## src/rtl/board_ctrl.sv

```systemverilog
// board_ctrl: tic-tac-toe board storage, move validation/write and winning-line scan.
// Define BOARD_FAST_SCAN_EN to evaluate all 8 lines in a single SCAN cycle.
module board_ctrl #(
  parameter int POS_W  = 4,
  parameter int CELL_W = 2
) (
  input  logic              clk,
  input  logic              hrd_rst_n,
  input  logic              clear,
  input  logic              req_valid,
  output logic              req_ready,
  input  logic [POS_W-1:0]  req_pos,
  input  logic [CELL_W-1:0] req_player,
  output logic              ack,
  output logic              nack,
  output logic              win,
  output logic [CELL_W-1:0] winner,
  output logic              full,
  input  logic [POS_W-1:0]  rd_pos,
  output logic [CELL_W-1:0] rd_data
);
  typedef enum logic [2:0] {IDLE, CHECK, WRITE, SCAN, RESP_ACK, RESP_NACK} state_t;
  state_t r_state, w_next;
  logic [CELL_W-1:0] r_cell [9];
  logic [POS_W-1:0]  r_pos;
  logic [CELL_W-1:0] r_player, r_winner, w_target;
  logic r_win, r_full, w_accept, w_bad, w_full, w_scan_done, w_any_hit;
  // Three packed 4-bit cell indices per line, scan order rows, columns, diagonals
  function automatic logic [11:0] line_idx(input logic [2:0] l);
    case (l)
      3'd0:    line_idx = {4'd0, 4'd1, 4'd2};
      3'd1:    line_idx = {4'd3, 4'd4, 4'd5};
      3'd2:    line_idx = {4'd6, 4'd7, 4'd8};
      3'd3:    line_idx = {4'd0, 4'd3, 4'd6};
      3'd4:    line_idx = {4'd1, 4'd4, 4'd7};
      3'd5:    line_idx = {4'd2, 4'd5, 4'd8};
      3'd6:    line_idx = {4'd0, 4'd4, 4'd8};
      default: line_idx = {4'd2, 4'd4, 4'd6};
    endcase
  endfunction
  assign w_accept  = r_state == IDLE && req_valid && req_ready;
  assign w_target  = (r_pos > POS_W'(8)) ? '0 : r_cell[r_pos];
  assign w_bad     = r_pos > POS_W'(8) || (r_player != CELL_W'(1) && r_player != CELL_W'(2)) || w_target != '0;
  assign rd_data   = (rd_pos > POS_W'(8)) ? '0 : r_cell[rd_pos];
  assign win       = r_win;
  assign winner    = r_winner;
  assign full      = r_full;
  always_comb begin
    w_full = 1'b1;
    for (int i = 0; i < 9; i++) w_full = w_full & (r_cell[i] != '0);
  end
`ifdef BOARD_FAST_SCAN_EN
  logic w_par_hit;
  always_comb begin
    logic [11:0] idx;
    w_par_hit = 1'b0;
    for (int l = 0; l < 8; l++) begin
      idx = line_idx(3'(l));
      w_par_hit = w_par_hit | (r_cell[idx[11:8]] == r_player && r_cell[idx[7:4]] == r_player && r_cell[idx[3:0]] == r_player);
    end
  end
  assign w_scan_done = 1'b1;
  assign w_any_hit   = w_par_hit;
`else
  logic [2:0]  r_line;
  logic        r_hit, w_line_hit;
  logic [11:0] w_idx;
  assign w_idx       = line_idx(r_line);
  assign w_line_hit  = r_cell[w_idx[11:8]] == r_player && r_cell[w_idx[7:4]] == r_player && r_cell[w_idx[3:0]] == r_player;
  assign w_scan_done = r_line == 3'd7;
  assign w_any_hit   = r_hit | w_line_hit;
  always_ff @(posedge clk or negedge hrd_rst_n) begin
    if (!hrd_rst_n) begin
      r_line <= '0;
      r_hit  <= 1'b0;
    end else if (clear || r_state != SCAN) begin
      r_line <= '0;
      r_hit  <= 1'b0;
    end else begin
      r_line <= r_line + 3'd1;
      r_hit  <= r_hit | w_line_hit;
    end
  end
`endif
  always_ff @(posedge clk or negedge hrd_rst_n) begin
    if (!hrd_rst_n) r_state <= IDLE;
    else            r_state <= w_next;
  end
  always_comb begin
    w_next    = r_state;
    req_ready = r_state == IDLE && !r_win && !r_full;
    ack       = r_state == RESP_ACK;
    nack      = r_state == RESP_NACK;
    case (r_state)
      IDLE:    w_next = w_accept ? CHECK : IDLE;
      CHECK:   w_next = w_bad ? RESP_NACK : WRITE;
      WRITE:   w_next = SCAN;
      SCAN:    w_next = w_scan_done ? RESP_ACK : SCAN;
      default: w_next = IDLE;
    endcase
    if (clear) w_next = IDLE;
  end
  // Flags update on the edge entering RESP_ACK so they are valid alongside ack
  always_ff @(posedge clk or negedge hrd_rst_n) begin
    if (!hrd_rst_n) begin
      for (int i = 0; i < 9; i++) r_cell[i] <= '0;
      r_pos    <= '0;
      r_player <= '0;
      r_win    <= 1'b0;
      r_winner <= '0;
      r_full   <= 1'b0;
    end else if (clear) begin
      for (int i = 0; i < 9; i++) r_cell[i] <= '0;
      r_win    <= 1'b0;
      r_winner <= '0;
      r_full   <= 1'b0;
    end else begin
      if (w_accept) begin
        r_pos    <= req_pos;
        r_player <= req_player;
      end
      if (r_state == WRITE)
        for (int i = 0; i < 9; i++) if (r_pos == POS_W'(i)) r_cell[i] <= r_player;
      if (r_state == SCAN && w_scan_done) begin
        r_full <= w_full;
        if (w_any_hit && !r_win) begin
          r_win    <= 1'b1;
          r_winner <= r_player;
        end
      end
    end
  end
endmodule
```

## config.mk

```make
export PLATFORM = sky130hd
export DESIGN_NAME = board_ctrl
export DESIGN_NICKNAME = d
export VERILOG_FILES = /design/src/rtl/board_ctrl.sv
export SDC_FILE = /design/constraint.sdc
export NUM_CORES = 1
export LEC_CHECK = 0
export ABC_AREA = 1
export BUFFER_PORTS_ARGS = -buffer_cell sky130_fd_sc_hd__buf_2
export CAP_MARGIN = 25
export CORE_ASPECT_RATIO = 1.5
export CORE_MARGIN = 2
export CORE_UTILIZATION = 59
export CTS_BUF_LIST = sky130_fd_sc_hd__clkbuf_16
export DETAILED_ROUTE_END_ITERATION = 7
export PLACE_DENSITY = 0.79
export SYNTH_ARGS = -nofsm -noshare
export SYNTH_HDL_FRONTEND = slang
export SYNTH_SLANG_ARGS = --single-unit
```

## constraint.sdc

```tcl
create_clock -name clk -period 2.4 [get_ports clk]
set_input_delay 0.36 -clock clk [delete_from_list [all_inputs] [get_ports clk]]
set_output_delay 0.36 -clock clk [all_outputs]
set_load 0.03 [all_outputs]
```

* Word-level counts from Yosys, hierarchy flattened
Index checks and enable logic that the tools add are counted.
** Word-level totals
- RAM bits :: 0
- Memories kept :: 0
- Bits in latches :: 0
- Word-level logic and storage cells :: 160
- Output and inout port bits :: 9
- Bits in read-only memories :: 0
- Register bits after elaboration :: 35
- Bits of input ports :: 14
** Operators by class
- $mul :: 0
- Div/mod/pow operators :: 0
- Magnitude comparators :: 7
- Bitwise logic cells :: 15
- Shifts and indexed selects :: 0
- Reduce and logical (&&, ||, !) cells :: 50
- Add/sub/neg operators :: 1
- Equality and inequality tests :: 26
- Muxes and demuxes :: 44
** Operators with widths (count)
- 11-bit case mux with 7 select lines :: 1
- 2-bit two-way mux :: 24
- 2-bit nonzero test :: 22
- 2-bit binary-select mux with 4-bit select :: 5
- 18-bit two-way mux :: 2
- 5-bit greater-or-equal comparator (second input constant) :: 5
- 4-bit NOT with 5-bit output :: 5
- 2-bit AND reduction :: 11
- 3-bit == test (second input constant) :: 6
- 4-bit by 3-bit == test with 1-bit output (second input constant) :: 4
- 3-bit by 2-bit == test with 1-bit output (second input constant) :: 4
- 3-bit two-way mux :: 4
- 3-bit case mux with 4 select lines :: 1
- 1-bit logical AND :: 9
- 1-bit AND :: 8
- 4-bit by 2-bit == test with 1-bit output (second input constant) :: 2
- 4-bit greater-than comparator (second input constant) :: 2
- 1-bit two-way mux :: 7
- 2-bit == test :: 3
- 3-bit by 1-bit == test with 1-bit output (second input constant) :: 2
- 3-bit zero test :: 2
- 4-bit by 1-bit == test with 1-bit output (second input constant) :: 1
- 4-bit == test (second input constant) :: 1
- 4-bit zero test :: 1
- other kinds (8) :: 11

* Longest topological paths before layout
Gate-level depths: netlist of run 1.
- Word-level depth :: 14
- Depth in mapped cells :: 18
- Mapped depth without buffers :: 18

* Worst setup path before layout of run 1
Ideal clock, no wire load.
- Path kind :: reg-to-reg
- Start :: reg r_win, in the netlist win
- End :: reg r_player[0]
- Data arrival time :: 2.263 ns
- Cell stages (with the launch flop) :: 6
- Path buffers :: 1
- Period minus slack after synthesis :: 2.395 ns
- Path slack :: 0.005 ns
- Required time :: 2.268 ns
- Cells stage by stage :: dfrtp_1 > nor4_1 > nand2_1 > nor2_1 > clkbuf_1 > o21ai_0
** Between the ends
- Longest elaborated chain between the ends :: 5
** Ends and longest elaborated chain
- start: declaration :: RTL line 27 : logic r_win, r_full, w_accept, w_bad, w_full, w_scan_done, w_any_hit;
- start signal: assignment :: RTL line 109 : r_win <= 1'b0;
- start signal: assignment :: RTL line 114 : r_win <= 1'b0;
- start signal: assignment :: RTL line 127 : r_win <= 1'b1;
- 1-bit zero test :: RTL line 91 : req_ready = r_state == IDLE && !r_win && !r_full;
- 1-bit logical AND (2 in series) :: RTL line 91
- net req_ready :: RTL line 11 : output logic req_ready,
- 1-bit logical AND :: RTL line 41 : assign w_accept = r_state == IDLE && req_valid && req_ready;
- 2-bit AND reduction (no source line)
- end signal: assignment :: RTL line 120 : r_player <= req_player;
- end: declaration :: RTL line 26 : logic [CELL_W-1:0] r_player, r_winner, w_target;
The timed path passes the listed nets, and every way through them passes these cells.
A chain may end at the register's enable or synchronous reset.

* Final worst setup path of run 1
- Start :: reg r_line[0]
- End :: reg r_winner[1], in the netlist winner[1]
** Between the ends
- Longest elaborated chain between the ends :: 13
** Ends and longest elaborated chain
- start: declaration :: RTL line 65 : logic [2:0] r_line;
- start signal: assignment :: RTL line 80 : r_line <= r_line + 3'd1;
- 3-bit == test, or another cell as far along :: RTL line 30 : case (l)
- 11-bit case mux with 7 select lines :: RTL line 30
- 4-bit NOT with 5-bit output (implied by the code) :: RTL line 69 : assign w_line_hit = r_cell[w_idx[11:8]] == r_player && r_cell[w_idx[7:4]] == r_player && r_cell[w_idx[3:0]] == ...
- 2-bit binary-select mux with 4-bit select :: RTL line 69
- 2-bit two-way mux (implied by the code) (2 in series) :: RTL line 69
- 2-bit == test :: RTL line 69
- 1-bit logical AND (2 in series) :: RTL line 69
- 1-bit OR :: RTL line 71 : assign w_any_hit = r_hit | w_line_hit;
- 1-bit logical AND :: RTL line 126 : if (w_any_hit && !r_win) begin
- 2-bit nonzero test (no source line)
- 2-bit AND reduction (no source line) (*)
- end signal: assignment :: RTL line 128 : r_winner <= r_player;
- end: declaration :: RTL line 26
Every way passes the cells marked *; elsewhere a longest branch is shown, timed or not. The select of a mux whose other input is x is not followed.

==> run_results.csv, run 1 <==
group,metric,value,unit
finish,regArea,878,um2
floorplanning,row_count,28,
floorplanning,die_area,0.00467,mm2
yosys,synth.distinct_cells,26,
global_route,grt_pass1_vias,2535,
finish,drive_above_1_share,0.184,
pwr,total_power,2560,uW
global_route,antenna_found_initial,0,
yosys,synth.largest_area_cell,"dfrtp_1",
finish,fill_cells,342,
sta,timing.fmax,437,MHz
sta,hold_viol,0,
detailed_routing,wl_per_cell,16.4,um
detailed_routing,wl,7360,um
worst_setup_path,path_max_fanout,5,
clock_network,htreeDepth,2,
worst_setup_path,crit_type,"register to register",
yosys,synth_area,0.00244,mm2
detailed_routing,ant_nets,0,
clock_network,root_buffer,"clkbuf_16",
sta,fin_skew,0.00592,ns
yosys,ys_ff_latch,35,
worst_setup_path,cp-end-kind,"register",
sta,drv_slew,0,
clock_network,clkSinkCount,35,
sta,tns,0,ns
yosys,synth_top_area_frac,0.359,
clock_network,cts-hold-fix-buffers,0,
global_route,grt_max_degree,36,
worst_setup_path,arrival,2.45,ns
pwr,p_leak,0.00142,uW
floorplanning,die_x,56.5,um
finish,areaGrowthSynthToFinish,20.8,%
job,drv_cap,0,
worst_setup_path,rr_startpoint,"r_line[0]",
yosys,syn-mean-instance-area,6.66,um2
floorplanning,pin_count,23,
worst_setup_path,startpoint_type,"register",
yosys,syn_inst,366,
pwr,vdd_drop_max,0.723,mV
clock_network,clk_latency,0.28,ns
floorplanning,initial_core_util,0.616,
yosys,synth_edf_count,0,
detailed_routing,routed_via_density,6.02,
global_route,grt_use_total,0.331,
detailed_routing,first_iter_violations,190,
placement,place_congestion,0.966,
yosys,synthArstFlopShare,1.00,
run_status,status,"finished clean",
clock_network,cts_buffers,5,
finish,finish.net_count,422,
sta,finalSetupViolCount,0,
worst_setup_path,rrSetupSlack,0.11,ns
clock_network,clockBufferDepth,2,
sta,final.min_clock_period,2.29,ns
worst_setup_path,reg2reg_depth,17,
placement,port_buffers,22,
clock_network,path_clk_slew,0.06,ns
yosys,yosysSeqAreaShare,0.359,
min_path,hp-class,"primary input to asynchronous set/reset pin",
sta,period_share,0.953,
yosys,synth_ff_type,"dfrtp_1",
global_route,grt_overflow,0,
yosys,syn_nets,386,
detailed_routing,num_vias,2698,
floorplanning,fp.dieH,82.7,um
pwr,power_density,870,mW/mm2
finish,diodes,0,
sta,max_slew.worst_pin.slew,0.800,ns
sta,slew-limit-headroom,0.467,
yosys,yosys-top-cells-area,"dfrtp_1, nand2_1, nand3_1",
detailed_routing,drcViolationCount,0,
yosys,ys_warn_count,0,
detailed_routing,first_pass_iters,5,
placement,place.detailed.hpwl,5430,um
worst_setup_path,critPathLaunch,"r_line[0]",
worst_setup_path,r2r_end,"winner[1]",
worst_setup_path,critPathRequiredTime,2.56,ns
global_route,grt_pass1_wl,11700,um
finish,multi_input_area,0.00151,mm2
floorplanning,core_region_area,0.00396,mm2
clock_network,cts_tree,"yes",
cell usage in the layout (no fill, tap or decap), types with 2 or more instances in the layout:
cell type / netlist / routed
nor3_1: 4 / 4
o211ai_1: 3 / 3
nand2_2: 3 / 7
nor4_1: 2 / 2
inv_4: 0 / 3
buf_2: 1 / 23
o22ai_1: 4 / 4
nand2_4: 2 / 3
nand3_2: 0 / 3
nand3_1: 59 / 56
ha_4: 0 / 5
nand4_1: 6 / 6
nand2_1: 93 / 88
a21oi_1: 9 / 9
buf_4: 0 / 8
nor2_2: 0 / 3
dfrtp_1: 35 / 33
o21ai_0: 39 / 39
inv_1: 44 / 40
a31oi_1: 6 / 6
mux2_2: 2 / 2
clkbuf_16: 0 / 5
dfrtp_2: 0 / 2
nor2_1: 38 / 34
inv_2: 1 / 3
Yosys cell counts, types with 2 or more instances:
cell,n
nand2_1,93
nand3_1,59
inv_1,44
o21ai_0,39
nor2_1,38
dfrtp_1,35
a21oi_1,9
a31oi_1,6
ha_1,6
nand4_1,6
nor3_1,4
o22ai_1,4
clkbuf_1,3
nand2_2,3
o211ai_1,3
mux2_2,2
nand2_4,2
nor4_1,2
logic make-up (layout without fill, tap and decap cells):
group	Yosys count	in the layout	synth area share
fa+ha+maj	6	6	0.0308
buf+inv	49	85	0.0759
compound gates	65	65	0.146
xor+xnor	1	1	0.00359
mux	2	2	0.00923
flops	35	35	0.359
simple gates	208	209	0.375
flip-flops by register name, indices dropped and copies added (netlist names):
name,cells
r_state,3
r_pos,4
win,1
r_cell,18
winner,2
full,1
r_hit,1
r_player,2
r_line,3
per-layer routing:
metal | wire [um] | vias to the layer above | share of wire | track usage
li1 | - | 1298 | - | -
met1 | 2740 | 1260 | 0.37 | 0.376
met2 | 3930 | 119 | 0.53 | 0.612
met3 | 414 | 21 | 0.056 | 0.0374
met4 | 268 | 0 | 0.036 | 0.162
met5 | 0 | - | 0 | 0
what timing repair did:
item                       4_1_cts  5_1_grt
resized for setup                0       37
setup endpoints to repair        0        4
buffers inserted                 0        1
per-stage QoR:
stage	cell area [um2]	hold slack (ns)	utilization	instances	worst slack, ns
final	2950	0.171	0.744	448	0.114
after global routing	2950	0.243	0.744	448	-0.0446
after CTS	2790	0.182	0.705	445	0.0146
after detailed placement	2650	0.478	0.669	437	0.0439
after global placement	2650	0.472	0.669	437	0.129
after floorplan	2440	0.0644	-	366	0.00544
power by group:
part	internal (uW)	leakage, uW	switching [uW]
clock network	378	0.0000710	235
registers	736	0.000461	219
logic	340	0.000889	657
total	1450	0.00142	1110
final cells by class:
type | instances | share of cell area
clock buffer | 5 | 0.0425
clock inverter | 3 | 0.00552
inverter | 45 | 0.0599
multi-input combinational | 283 | 0.512
sequential | 35 | 0.298
tap | 45 | 0.0191
timing repair buffer | 32 | 0.0633
worst max-delay path, cell delays in order (launching register included):
cell     delay (ns)
dfrtp_2        0.47
inv_4          0.10
ha_4           0.20
nor2_4         0.06
nand2_4        0.09
inv_4          0.05
nor3_4         0.21
nand2_1        0.08
nand2_1        0.09
nand2_1        0.06
nand2_1        0.05
nand2_1        0.08
nor2_2         0.14
nand4_1        0.14
nand2_2        0.12
nand2_2        0.07
nand3_1        0.07
nand2_1        0.06
worst max path at each step:
stage | slack (ns) | to | cells after the start
6_report | 0.11 | winner[1] | 17
5_1_grt | -0.04 | winner[1] | 16
4_1_cts | 0.01 | winner[1] | 16
3_5_place_dp | 0.04 | winner[1] | 16
3_3_place_gp | 0.13 | winner[0] | 17
2_1_floorplan | 0.005 | r_player[0] | 5
No activity file was read; power rests on OpenSTA's default activity.
==> run 2, diff against run 1 <==
--- a/config.mk
+++ b/config.mk
@@ -13,7 +13,8 @@
 export CORE_UTILIZATION = 59
 export CTS_BUF_LIST = sky130_fd_sc_hd__clkbuf_16
 export DETAILED_ROUTE_END_ITERATION = 7
-export PLACE_DENSITY = 0.79
+export PLACE_DENSITY = 0.76
 export SYNTH_ARGS = -nofsm -noshare
 export SYNTH_HDL_FRONTEND = slang
 export SYNTH_SLANG_ARGS = --single-unit
+export TNS_END_PERCENT = 10
==> run_results.csv, run 2 (synthesized netlist as in run 1, its figures left out) <==
group,metric,value,unit
pwr,power.share.switching,0.427,
pwr,vdd_drop_max,0.805,mV
sta,rsz0062_at_grt,"yes",
finish,areaGrowthSynthToFinish,21.1,%
sta,finalSetupViolCount,0,
clock_network,clk_latency,0.28,ns
worst_setup_path,path_common_cell,"nand2_1",
clock_network,htreeDepth,2,
sta,drv_slew,0,
global_route,grt_pass1_wl,11600,um
pwr,seqPwrFrac,0.378,
worst_setup_path,critPathRequiredTime,2.56,ns
worst_setup_path,path_max_fanout,4,
finish,drive_above_1_share,0.183,
sta,final.min_clock_period,2.31,ns
worst_setup_path,critPathBufInv,2,
worst_setup_path,startpoint_type,"register",
pwr,p_int,1450,uW
worst_setup_path,critical-path-top-delay-family,"simple AND/OR/NAND/NOR gates",
sta,period_share,0.962,
detailed_routing,first_iter_violations,194,
placement,port_buffers,22,
pwr,p_comb_frac,0.385,
finish,largestRegisters,"r_cell: 18 flops, r_pos: 4 flops",
finish,largest_reg_flops,18,
floorplanning,core_region_area,0.00396,mm2
detailed_routing,num_vias,2710,
pwr,p_leak,0.00142,uW
floorplanning,initial_core_util,0.616,
clock_network,cts_buffers,5,
floorplanning,die_area,0.00467,mm2
min_path,hp-class,"primary input to asynchronous set/reset pin",
clock_network,cts-hold-fix-buffers,0,
global_route,grt_use_total,0.326,
floorplanning,row_count,28,
clock_network,clkSinkCount,35,
global_route,grt_overflow,0,
detailed_routing,wl_per_cell,16.3,um
finish,regMostFlops,"r_cell",
finish,fin_util,0.746,
finish,final_common_cell,"nand2_1",
worst_setup_path,arrival,2.47,ns
job,drv_cap,0,
sta,hold_viol,0,
clock_network,root_buffer,"clkbuf_16",
detailed_routing,first_pass_iters,5,
run_status,status,"finished clean",
sta,whs,0.163,ns
worst_setup_path,crit_slowest_cell,"dfrtp_2",
pwr,pwr-share-clk,0.237,
placement,place_congestion,1.02,
finish,finish.net_count,425,
floorplanning,pin_count,23,
pwr,power_density,859,mW/mm2
worst_setup_path,crit_type,"register to register",
pwr,p_switching,1080,uW
pwr,total_power,2540,uW
finish,diodes,0,
worst_setup_path,max_stage_delay,0.46,ns
finish,layout_common_cells,"nand2_1, nand3_1, inv_1",
detailed_routing,wl,7340,um
detailed_routing,ant_nets,0,
worst_setup_path,path_cells,"ha_4 > ha_4 > buf_4 > nor3_4 > buf_4 > nand2_1 > nand3_1 > nand2_1 > nor2_1 > nand4_1 > nand2_2 > nand2_2 > nand3_1 > nand2_1",
worst_setup_path,cp-end-kind,"register",
sta,fin_skew,0.00437,ns
global_route,grt_pass1_vias,2431,
clock_network,clockBufferDepth,2,
detailed_routing,routed_via_density,6.02,
placement,place.detailed.hpwl,5400,um
sta,slew-limit-headroom,0.481,
floorplanning,fp.dieH,82.7,um
clock_network,cts_tree,"yes",
global_route,grt_max_degree,36,
placement,dp.cells,435,
clock_network,path_clk_slew,0.05,ns
sta,max_slew.worst_pin.slew,0.778,ns
finish,stdcell_count,450,
floorplanning,die_x,56.5,um
detailed_routing,drcViolationCount,0,
global_route,antenna_found_initial,0,
sta,timing.fmax,433,MHz
-- run 2: layout make-up --
type,instances,area [um2]
multi-input cells,282,1490
fillers,334,1010
flip-flops and latches,35,878
repair buffers,36,216
inverters,45,175
clock buffers,5,125
well taps,45,56.3
clock inverters,2,8.76
-- run 2: timing repair --
item / 4_1_cts / 5_1_grt
pin swaps: 0 / 13
setup endpoints to repair: 2 / 4
gates resized for setup: 1 / 32
buffers inserted: 0 / 7
cloned: 0 / 1
-- run 2: worst register-to-register path, cell delays in order, from the launching register on --
cell and delay [ns]:
dfrtp_2 0.46, ha_4 0.19, ha_4 0.17, buf_4 0.14, nor3_4 0.24, buf_4 0.15, nand2_1 0.09, nand3_1 0.09
nand2_1 0.06, nor2_1 0.11, nand4_1 0.16, nand2_2 0.13, nand2_2 0.08, nand3_1 0.08, nand2_1 0.06
-- run 2: final timing paths --
check	startpoint	to	slack [ns]	depth (start not counted)
max in group asynchronous	hrd_rst_n	r_line[1]	1.69	1
min in group clk	req_pos[2]	r_pos[2]	0.29	3
setup / recovery	r_line[0]	winner[1]	0.09	14
setup reg to reg	r_line[0]	winner[1]	0.09	14
hold / removal	hrd_rst_n	r_cell[9]	0.16	1
hold reg to reg	winner[0]	winner[0]	0.50	2
-- run 2: routing by layer --
layer | wire [um] | track usage | vias up
li1 | - | - | 1302
met1 | 2690 | 0.364 | 1280
met2 | 3940 | 0.617 | 97
met3 | 420 | 0.0436 | 31
met4 | 302 | 0.138 | 0
met5 | 0 | 0 | -
-- run 2: per-stage QoR --
| step | instance area (um2) | worst slack (ns) | setup TNS (ns) |
|---|---|---|---|
| after global routing | 2950 | -0.0562 | -0.107 |
| after CTS | 2770 | 0.0106 | 0 |
| final | 2950 | 0.0915 | 0 |
| after floorplan | 2440 | 0.00544 | 0 |
| after global placement | 2630 | 0.0594 | 0 |
| after detailed placement | 2630 | -0.0139 | -0.0139 |
-- run 2: power groups by stage --
| stage | clock, uW | sequential [uW] | combinational [uW] |
|---|---|---|---|
| after floorplan | 0 | 872 | 717 |
| after global placement | 0 | 946 | 919 |
| after detailed placement | 0 | 951 | 932 |
| after CTS | 607 | 944 | 941 |
| after global routing | 634 | 972 | 1120 |
| final | 601 | 959 | 978 |
